--- src/rtl/dcpu16_opfetch.sv ---
// DCPU16 operand fetch unit: decodes NOPS operand specifiers, performs the
// next-word and memory reads over a handshaked read-only bus, and returns
// operand values, effective addresses, memory flags and the updated PC/SP.
module dcpu16_opfetch #(
    parameter int DW   = 16,
    parameter int AW   = 16,
    parameter int NOPS = 2
) (
    input  logic                 clk,
    input  logic                 rst,
    input  logic                 start,
    input  logic [6*NOPS-1:0]    ea,
    input  logic [DW*NOPS-1:0]   rrd,
    input  logic [AW-1:0]        pc_in,
    input  logic [AW-1:0]        sp_in,
    input  logic [DW-1:0]        o_in,
    output logic [AW-1:0]        fb_adr,
    output logic                 fb_stb,
    output logic                 fb_wre,
    input  logic [DW-1:0]        fb_dti,
    input  logic                 fb_ack,
    output logic                 busy,
    output logic                 done,
    output logic [DW*NOPS-1:0]   opv,
    output logic [AW*NOPS-1:0]   opa,
    output logic [NOPS-1:0]      opm,
    output logic [AW-1:0]        pc_out,
    output logic [AW-1:0]        sp_out
);

    typedef enum logic [2:0] {IDLE, DECODE, NWRD, MEM, FIN} state_t;

    localparam logic [AW-1:0] A_ONE = AW'(1);
    localparam logic [1:0]    K_LAST = 2'(NOPS - 1);

    // Width adaptation between the data and address domains
    function automatic logic [AW-1:0] to_aw(input logic [DW-1:0] d);
        return AW'(d);
    endfunction

    function automatic logic [DW-1:0] to_dw(input logic [AW-1:0] a);
        return DW'(a);
    endfunction

    state_t               state, state_n;
    logic [1:0]           k, k_n;
    logic [AW-1:0]        pc, pc_n, sp, sp_n, adr, adr_n;
    logic [6*NOPS-1:0]    ea_r;
    logic [DW*NOPS-1:0]   rrd_r;
    logic [DW-1:0]        o_r;
    logic [DW*NOPS-1:0]   opv_w, opv_n;
    logic [AW*NOPS-1:0]   opa_w, opa_n;
    logic [NOPS-1:0]      opm_w, opm_n;
    logic [5:0]           cur_ea;
    logic [DW-1:0]        cur_rrd;
    logic                 adv;
    logic                 bus_n;

    assign cur_ea  = ea_r[6*k +: 6];
    assign cur_rrd = rrd_r[DW*k +: DW];
    assign busy    = (state != IDLE);
    assign fb_wre  = 1'b0;
    assign bus_n   = (state_n == NWRD) || (state_n == MEM);

    // Next-state, working PC/SP/address and per-operand result computation
    always_comb begin
        state_n = state;
        k_n     = k;
        pc_n    = pc;
        sp_n    = sp;
        adr_n   = adr;
        opv_n   = opv_w;
        opa_n   = opa_w;
        opm_n   = opm_w;
        adv     = 1'b0;
        case (state)
            IDLE: begin
                if (start) begin
                    state_n = DECODE;
                    k_n     = 2'd0;
                    pc_n    = pc_in;
                    sp_n    = sp_in;
                    opv_n   = '0;
                    opa_n   = '0;
                    opm_n   = '0;
                end
            end
            DECODE: begin
                if (cur_ea[5]) begin
                    // short literal 0..31
                    opv_n[DW*k +: DW] = {{(DW-5){1'b0}}, cur_ea[4:0]};
                    adv = 1'b1;
                end else if (cur_ea[4:3] == 2'b00) begin
                    opv_n[DW*k +: DW] = cur_rrd;
                    adv = 1'b1;
                end else if (cur_ea[4:3] == 2'b01) begin
                    adr_n   = to_aw(cur_rrd);
                    state_n = MEM;
                end else if (cur_ea[4:3] == 2'b10) begin
                    adr_n   = pc;
                    state_n = NWRD;
                end else begin
                    case (cur_ea[2:0])
                        3'd0: begin
                            adr_n   = sp;
                            sp_n    = sp + A_ONE;
                            state_n = MEM;
                        end
                        3'd1: begin
                            adr_n   = sp;
                            state_n = MEM;
                        end
                        3'd2: begin
                            sp_n    = sp - A_ONE;
                            adr_n   = sp - A_ONE;
                            state_n = MEM;
                        end
                        3'd3: begin
                            opv_n[DW*k +: DW] = to_dw(sp);
                            adv = 1'b1;
                        end
                        3'd4: begin
                            opv_n[DW*k +: DW] = to_dw(pc);
                            adv = 1'b1;
                        end
                        3'd5: begin
                            opv_n[DW*k +: DW] = o_r;
                            adv = 1'b1;
                        end
                        default: begin
                            adr_n   = pc;
                            state_n = NWRD;
                        end
                    endcase
                end
            end
            NWRD: begin
                if (fb_ack) begin
                    pc_n = pc + A_ONE;
                    if (cur_ea == 6'h1f) begin
                        opv_n[DW*k +: DW] = fb_dti;
                        adv = 1'b1;
                    end else if (cur_ea == 6'h1e) begin
                        adr_n   = to_aw(fb_dti);
                        state_n = MEM;
                    end else begin
                        adr_n   = to_aw(fb_dti) + to_aw(cur_rrd);
                        state_n = MEM;
                    end
                end
            end
            MEM: begin
                if (fb_ack) begin
                    opv_n[DW*k +: DW] = fb_dti;
                    opa_n[AW*k +: AW] = adr;
                    opm_n[k]          = 1'b1;
                    adv = 1'b1;
                end
            end
            FIN: state_n = IDLE;
            default: state_n = IDLE;
        endcase
        if (adv) begin
            if (k == K_LAST) begin
                state_n = FIN;
            end else begin
                k_n     = k + 2'd1;
                state_n = DECODE;
            end
        end
    end

    // Control state, bus request and published results
    always_ff @(posedge clk) begin
        if (rst) begin
            state  <= IDLE;
            k      <= 2'd0;
            fb_stb <= 1'b0;
            fb_adr <= '0;
            done   <= 1'b0;
            opv    <= '0;
            opa    <= '0;
            opm    <= '0;
            pc_out <= '0;
            sp_out <= '0;
        end else begin
            state  <= state_n;
            k      <= k_n;
            fb_stb <= bus_n;
            if (bus_n) fb_adr <= adr_n;
            done   <= (state_n == FIN);
            if (state_n == FIN) begin
                opv    <= opv_n;
                opa    <= opa_n;
                opm    <= opm_n;
                pc_out <= pc_n;
                sp_out <= sp_n;
            end
        end
    end

    // Working datapath registers and instruction capture
    always_ff @(posedge clk) begin
        pc    <= pc_n;
        sp    <= sp_n;
        adr   <= adr_n;
        opv_w <= opv_n;
        opa_w <= opa_n;
        opm_w <= opm_n;
        if (state == IDLE && start) begin
            ea_r  <= ea;
            rrd_r <= rrd;
            o_r   <= o_in;
        end
    end

endmodule

--- config.mk ---
export PLATFORM = sky130hd
export DESIGN_NAME = dcpu16_opfetch
export DESIGN_NICKNAME = d
export VERILOG_FILES = /design/src/rtl/dcpu16_opfetch.sv
export SDC_FILE = /design/constraint.sdc
export NUM_CORES = 1
export LEC_CHECK = 0
export ABC_AREA = 1
export CORE_MARGIN = 8
export CORE_UTILIZATION = 50
export DETAILED_ROUTE_END_ITERATION = 8
export GPL_ROUTABILITY_DRIVEN = 1
export MAX_ROUTING_LAYER = met4
export PLACE_DENSITY = 0.79
export SYNTH_ARGS = -nofsm -noshare
export SYNTH_HDL_FRONTEND = slang
export SYNTH_SLANG_ARGS = --single-unit
--- constraint.sdc ---
create_clock -name clk -period 3.65 [get_ports clk]
set_input_delay 0.73 -clock clk [delete_from_list [all_inputs] [get_ports clk]]
set_output_delay 0.73 -clock clk [all_outputs]
set_load 0.01 [all_outputs]
==> flow_summary.rst, run 1 <==
.. list-table::
   :header-rows: 1

   * - Metric
     - Value
   * - Result of the run
     - complete, no violations
   * - Max-slew violation count
     - 0
   * - Core region area
     - 32600 um2
   * - Data arrival at the endpoint of the critical path
     - 3780 ps
   * - Clock buffer depth
     - 3
   * - Worst hold slack after final layout
     - 450 ps
   * - Flip-flop cell with the highest count after synthesis
     - dfxtp_1
   * - Later-pin clock latency in the skew report
     - 600 ps
   * - Max FO, Critical Path
     - 28
   * - Setup-failing EPs final
     - 0
   * - Clock slew seen by the registers of the worst setup and hold paths
     - 70 ps
   * - Static leakage
     - 9.08 nW
   * - Sink count of the clock tree
     - 295
   * - Die height
     - 198 um
   * - Sequential area share after synthesis
     - 39.2%
   * - Cell row count
     - 66
   * - Number of global-route vias before repair
     - 18300
   * - Worst-case headroom to the max-slew limit
     - 45.9%
   * - Nature of the critical path startpoint
     - flop
   * - Initial core utilization
     - 50.9%
   * - Net total in the final layout
     - 2861
   * - Initial antenna violation count
     - 0
   * - Total negative slack for setup checks
     - 0 ps
   * - Yosys warnings
     - 0
   * - I/O pin count
     - 230
   * - GR Layer Usage met2
     - 58.4%
   * - Syn-to-layout area delta
     - 24.6%
   * - Starting DRC count in detailed routing
     - 2873
   * - Placement Setup Slack
     - 411 ps
   * - Fill cells
     - 2844
   * - Total of buffers placed on input and output ports
     - 228
   * - Number of H-tree levels
     - 1
   * - Critical Path Sink Type
     - flop
   * - Cts repair resizes
     - 0
   * - Final critical-path share of the clock period
     - 90.4%
   * - Synth Area per Inst
     - 6.66 um2
   * - Reg-to-reg critical path endpoint
     - fb_adr[4]
   * - Area fraction of the dominant cell type after synthesis
     - 28.3%
   * - Max cap viols
     - 0
   * - Post-Syn Nets
     - 2627
   * - Count of flip-flops with a built-in enable after synthesis
     - 60
   * - Critical Path Source
     - k[0]
   * - Cts-stage hold buffer count
     - 0
   * - Final worst setup slack
     - 351 ps
   * - Async set-reset flop share out of synthesis
     - 0%
   * - GRT busiest layer
     - met2
   * - Global router's overall resource usage
     - 38.6%
   * - Number of buffers inserted to repair setup after CTS
     - 0
   * - Power density over the cells
     - 867 nW/um2
   * - Worst endpoint required time
     - 4130 ps
   * - Type of the tightest min-delay check
     - flop to flop
   * - Class of the most critical setup path
     - flop to flop
   * - Remaining routing DRC violations
     - 0
   * - Fraction of layout instances using a drive strength above 1
     - 7.16%
   * - First-pass GRT wire length
     - 113 mm
   * - Top cell type by total area after synthesis
     - dfxtp_1
   * - Total Routed Length
     - 75.9 mm
   * - Start of the worst register-to-register path
     - k[0]
   * - Per-cell via count in the routed design
     - 5.99
   * - Root buffer selected by CTS
     - clkbuf_16
   * - First-pass DRT Iterations
     - 7
   * - Total die area
     - 39300 um2
   * - Top cells by count, synth
     - nand2_1 (829), dfxtp_1 (235), nor2_1 (222), inv_1 (212), nand3_1 (187)
   * - Leading cell types by total area after synthesis
     - dfxtp_1 (28%), nand2_1 (19%), edfxtp_1 (11%)
   * - Number of failing hold endpoints at the final stage
     - 0
   * - Total vias in the final route
     - 19100
   * - CTS tree
     - yes
   * - WL per Instance
     - 23.8 um
   * - Unrepaired setup endpoints after global routing
     - false
   * - Netlist area before placement
     - 16600 um2
   * - Reg2reg setup slack
     - 350 ps
   * - HPWL after detailed placement
     - 57.2 mm
   * - Antenna diode instance count
     - 0
   * - Final estimated routing congestion in global placement
     - 1.04
   * - Post-layout minimum cycle time
     - 3300 ps
   * - M3 GR Usage
     - 6.98%
   * - Yosys reg bits
     - 295
   * - Largest net degree at the start of global routing
     - 48
   * - TritonCTS Buffers
     - 31
   * - Highest clock frequency the design can meet
     - 303 MHz
   * - Fraction of met1 tracks used by global routing
     - 48.9%
   * - Total grt overflow
     - 0
   * - Worst setup endpoint
     - fb_adr[4]
   * - Worst-Margin Slew
     - 803 ps
   * - Die Width
     - 198 um
   * - Count of mapped cells out of synthesis
     - 2493
   * - R2R cell count
     - 17
   * - IR drop worst, VDD
     - 0.501 mV
   * - Count of unique library cells instantiated by Yosys
     - 55
   * - Hold path depth
     - 2
   * - Remaining antenna violation count
     - 0
   * - Cell with the most instances after synthesis
     - nand2_1
   * - Fin Clk Skew
     - 21.1 ps
-- per-stage QoR --
| stage | util, % | instances | cell area [um2] | power (mW) |
|---|---|---|---|---|
| after global placement | 60.2 | 3136 | 19700 | 14.1 |
| final | 63.4 | 3192 | 20700 | 17.9 |
| after global routing | 63.4 | 3192 | 20700 | 18.7 |
| after detailed placement | 60.2 | 3136 | 19700 | 14.2 |
| after CTS | 63.4 | 3192 | 20700 | 17.5 |
| after floorplan | - | 2493 | 16600 | 10.3 |
-- cells by family (layout without fill, tap and decap cells) --
family | count (synthesis) | count (layout) | share of synthesized area, %
AND/OR/NAND/NOR | 1343 | 1343 | 33.7
AO/OA/AOI/OAI | 467 | 467 | 16.1
buffers and inverters | 350 | 607 | 8.51
flip-flops | 295 | 295 | 39.2
adder cells (fa/ha/maj) | 22 | 22 | 1.70
XOR/XNOR | 15 | 15 | 0.791
other | 1 | 1 | 0.0226
-- cell type report --
| type | count | area, um2 | share of cell area [%] |
|---|---|---|---|
| Clock buffer | 44 | 875 | 4.23 |
| Sequential cell | 295 | 6510 | 31.4 |
| Multi-Input combinational cell | 1848 | 8680 | 42.0 |
| Inverter | 233 | 876 | 4.23 |
| Clock inverter | 12 | 168 | 0.810 |
| Timing Repair Buffer | 318 | 3030 | 14.7 |
| Tap cell | 442 | 553 | 2.67 |
-- worst max-delay path: stages (launching register included) --
cell and delay, ps:
dfxtp_1 500, buf_12 220, nor2_1 70, nor3_1 390, ha_1 250, inv_1 60
fa_1 420, inv_1 100, nand3_1 70, nand2_1 190, xnor2_1 150, nand2_1 70
o21ai_1 170, nand2_1 100, o211ai_1 90, nand3_1 130, nor2_1 130, nor2_1 60
-- layout by cell type, fill, tap and decap left out, types with 5 or more instances in the layout --
cell type,synthesis,routed
a21boi_0,5,5
clkbuf_16,0,31
dfxtp_1,235,235
nand3b_1,8,8
ha_1,21,21
nand3_1,187,187
buf_12,0,6
o211ai_1,31,31
a31oi_1,6,6
edfxtp_1,60,60
a211oi_1,5,5
o22ai_1,30,30
o21ai_1,16,16
clkdlybuf4s50_1,0,228
xor2_1,12,12
clkbuf_8,0,5
clkbuf_1,62,8
o21a_1,10,10
nor2_1,222,222
a22oi_1,36,36
o31ai_1,6,6
nand2_2,8,8
nor3_1,29,29
inv_1,212,212
o21ai_0,183,183
inv_2,16,16
or2_2,6,6
buf_4,5,84
nand2_1,829,829
nor2_2,8,8
a21oi_1,122,122
nand4_1,24,24
-- how the worst min path moves through the flow --
stage               startpoint         end  slack (ps)
detailed placement      opa[6]      opa[6]         430
CTS                  sp_out[5]   sp_out[5]         450
floorplan            opa_w[17]   opa_w[17]         440
finish               sp_out[5]   sp_out[5]         450
global route        sp_out[11]  sp_out[11]         470
global placement     pc_out[2]   pc_out[2]         430
-- power breakdown --
part           leakage, nW  switching [mW]  internal (mW)
sequential            2.48           0.826           4.00
clock                0.509            1.40           1.89
combinational         6.09            6.99           2.83
total                 9.08            9.22           8.72
-- state kept, by name, summed over array words and instances (netlist names), 2 cells and up, named ones only --
register,flops
ea_r,12
opa,32
fb_adr,16
rrd_r,32
sp,16
opv_w,32
opm,2
o_r,16
sp_out,16
opa_w,32
pc,16
pc_out,16
opv,32
state,3
opm_w,2
adr,16
-- routing by layer --
metal,up-vias,wire length [um]
met5,-,0
met4,0,4830
met3,271,8570
met2,1354,32600
met1,8841,29800
li1,8644,-
No activity file was read; power rests on OpenSTA's default activity.
==> run 2: changes to the inputs <==
--- a/config.mk
+++ b/config.mk
@@ -6,12 +6,13 @@
 export NUM_CORES = 1
 export LEC_CHECK = 0
 export ABC_AREA = 1
+export ABC_CLOCK_PERIOD_IN_PS = 3100
 export CORE_MARGIN = 8
-export CORE_UTILIZATION = 50
+export CORE_UTILIZATION = 53
 export DETAILED_ROUTE_END_ITERATION = 8
 export GPL_ROUTABILITY_DRIVEN = 1
 export MAX_ROUTING_LAYER = met4
-export PLACE_DENSITY = 0.79
+export PLACE_DENSITY = 0.8
 export SYNTH_ARGS = -nofsm -noshare
 export SYNTH_HDL_FRONTEND = slang
 export SYNTH_SLANG_ARGS = --single-unit
==> constraint.sdc (replaced) <==
create_clock -name clk -period 3.1 [get_ports clk]
set_input_delay 0.62 -clock clk [delete_from_list [all_inputs] [get_ports clk]]
set_output_delay 0.62 -clock clk [all_outputs]
set_load 0.01 [all_outputs]
==> flow_summary.rst, run 2 (synthesis gave the netlist of run 1 again) <==
.. list-table::
   :header-rows: 1

   * - Metric
     - Value
   * - Ordered list of cells on the worst path
     - buf_12 -> or2_2 -> nand3_2 -> inv_1 -> ha_1 -> nand2_1 -> nor2_1 -> nand3_1 -> nand2_1 -> nand2_1 -> nand2_1 -> nand2_1 -> nand2_1 -> nand2_1 -> nand2_1 -> nand2_1 -> nand2_1 -> nand3_1 -> nand2_1 -> inv_1
   * - Setup-failing EPs final
     - 0
   * - Worst Hold Endpoint
     - opa[2]
   * - I/O pin count
     - 230
   * - Critical Path Sink Type
     - flop
   * - Most common cell after layout, fill and taps aside
     - nand2_1
   * - IR drop worst, VDD
     - 0.672 mV
   * - Number of H-tree levels
     - 1
   * - Total die area
     - 37200 um2
   * - Final critical-path share of the clock period
     - 96.1%
   * - Master of the slowest instance on the critical path
     - ha_1
   * - Worst-case headroom to the max-slew limit
     - 43.3%
   * - Max FO, Critical Path
     - 18
   * - Net switching power figure
     - 10.9 mW
   * - Post-layout minimum cycle time
     - 2980 ps
   * - Largest net degree at the start of global routing
     - 72
   * - Number of failing hold endpoints at the final stage
     - 0
   * - Cts-stage hold buffer count
     - 0
   * - Cell internal power dissipation
     - 10.3 mW
   * - Worst-Margin Slew
     - 842 ps
   * - HPWL after detailed placement
     - 56.3 mm
   * - Root buffer selected by CTS
     - clkbuf_16
   * - Max cap viols
     - 0
   * - Placement Setup Slack
     - -49.5 ps
   * - WL per Instance
     - 23.5 um
   * - Type of the tightest min-delay check
     - flop to flop
   * - Clock group share of total power
     - 17.6%
   * - Class of the most critical setup path
     - flop to flop
   * - Start of the worst register-to-register path
     - k[0]
   * - Remaining routing DRC violations
     - 0
   * - Worst endpoint required time
     - 3580 ps
   * - Leading cell types in the layout, fill and taps excluded
     - nand2_1 (827), dfxtp_1 (234), clkdlybuf4s50_1 (228)
   * - Reg2reg setup slack
     - 120 ps
   * - Core region area
     - 31200 um2
   * - Global router's overall resource usage
     - 40.1%
   * - Final estimated routing congestion in global placement
     - 1.05
   * - Die height
     - 193 um
   * - Reg-to-reg critical path endpoint
     - fb_adr[15]
   * - Highest clock frequency the design can meet
     - 336 MHz
   * - Per-cell via count in the routed design
     - 6.08
   * - Syn-to-layout area delta
     - 24.7%
   * - Total negative slack for setup checks
     - 0 ps
   * - Nature of the critical path startpoint
     - flop
   * - Total power after layout
     - 21.2 mW
   * - Power share of the sequential group
     - 26.8%
   * - Cell row count
     - 65
   * - Fraction of layout instances using a drive strength above 1
     - 7.93%
   * - Static leakage
     - 9.13 nW
   * - Switching power as a share of total power
     - 51.3%
   * - TritonCTS Buffers
     - 29
   * - Startpoint of the most critical hold path
     - opa[2]
   * - Final worst setup slack
     - 119 ps
   * - Later-pin clock latency in the skew report
     - 590 ps
   * - Sink count of the clock tree
     - 295
   * - Clock buffer depth
     - 3
   * - Initial core utilization
     - 53.2%
   * - Net total in the final layout
     - 2874
   * - Initial antenna violation count
     - 2
   * - Data arrival at the endpoint of the critical path
     - 3460 ps
   * - Total Routed Length
     - 74.2 mm
   * - Remaining antenna violation count
     - 0
   * - CTS tree
     - yes
   * - Starting DRC count in detailed routing
     - 2536
   * - Max-slew violation count
     - 0
   * - R2R cell count
     - 20
   * - Number of global-route vias before repair
     - 18500
   * - Post-route cell area
     - 20700 um2
   * - Comb pwr share
     - 55.7%
   * - Power density over the cells
     - 1020 nW/um2
   * - Most Frequent Cell on Critical Path
     - nand2_1
   * - Slowest stage delay, CP
     - 370 ps
   * - Total vias in the final route
     - 19300
   * - Die Width
     - 193 um
   * - Clock slew seen by the registers of the worst setup and hold paths
     - 70 ps
   * - Total of buffers placed on input and output ports
     - 228
   * - Fin Clk Skew
     - 19.1 ps
   * - Hold path depth
     - 2
   * - First-pass GRT wire length
     - 111 mm
   * - First-pass DRT Iterations
     - 9
   * - DP Area
     - 19700 um2
   * - Result of the run
     - complete, no violations
   * - Total grt overflow
     - 0
-- run 2: changes by cell type in the layout (fill, tap and decap cells not counted), sizes merged --
cell	change
clkinv	+6
diode	+2
clkinvlp	-1
clkbuf	-9
buf	+15
bufinv	+1
-- run 2: how the worst max path moves through the flow --
stage / from / endpoint / cells after the start
6_report: k[0] / fb_adr[15] / 20
5_1_grt: k[0] / fb_adr[12] / 17
4_1_cts: k[0] / fb_adr[9] / 19
3_5_place_dp: flop / opv[9] / 10
3_3_place_gp: flop / opv[3] / 11
2_1_floorplan: k[0] / fb_adr[6] / 21
-- run 2: per-layer routing --
layer / vias to the layer above / part of all wire [%] / track usage [%]
met1: 8846 / 38 / 50.1
met5: - / 0 / -
met3: 298 / 12 / 7.23
li1: 8679 / - / -
met4: 0 / 6.0 / 20.3
met2: 1440 / 44 / 62.0
-- run 2: cell type report --
class                      count  area [um2]
fill                        2681       10500
multi-input combinational   1848        8710
sequential                   295        6510
timing repair buffer         333        3140
inverter                     233         877
clock buffer                  35         758
tap                          402         503
clock inverter                18         216
antenna                        2        5.00
-- run 2: power by group through the flow --
| stage | Combinational, mW | Sequential, mW | Clock [mW] |
|---|---|---|---|
| global placement | 11.0 | 5.65 | 0 |
| floorplan | 6.93 | 5.22 | 0 |
| global route | 12.6 | 5.70 | 3.87 |
| CTS | 11.2 | 5.60 | 3.73 |
| finish | 11.8 | 5.67 | 3.72 |
| detailed placement | 11.1 | 5.66 | 0 |
-- run 2: repair_timing --
action                                  in CTS  in global routing
endpoints found under the setup margin       3                 42
gates cloned                                 0                  0
gates resized for setup                      2                 11
pin swaps                                    0                  0
setup buffers                                0                  3
-- run 2: through the flow --
step / instances / hold slack, ps / util, %
floorplan: 2493 / 438 / -
global placement: 3108 / 427 / 63.0
detailed placement: 3108 / 435 / 63.0
CTS: 3161 / 450 / 66.1
global route: 3165 / 466 / 66.3
finish: 3166 / 448 / 66.3
-- run 2: critical path, delay by kind of cell, from the launching register on --
family | cells | cell delay, ps
flops | 1 | 360
buf+inv | 3 | 310
simple gates | 16 | 1840
fa+ha+maj | 1 | 370
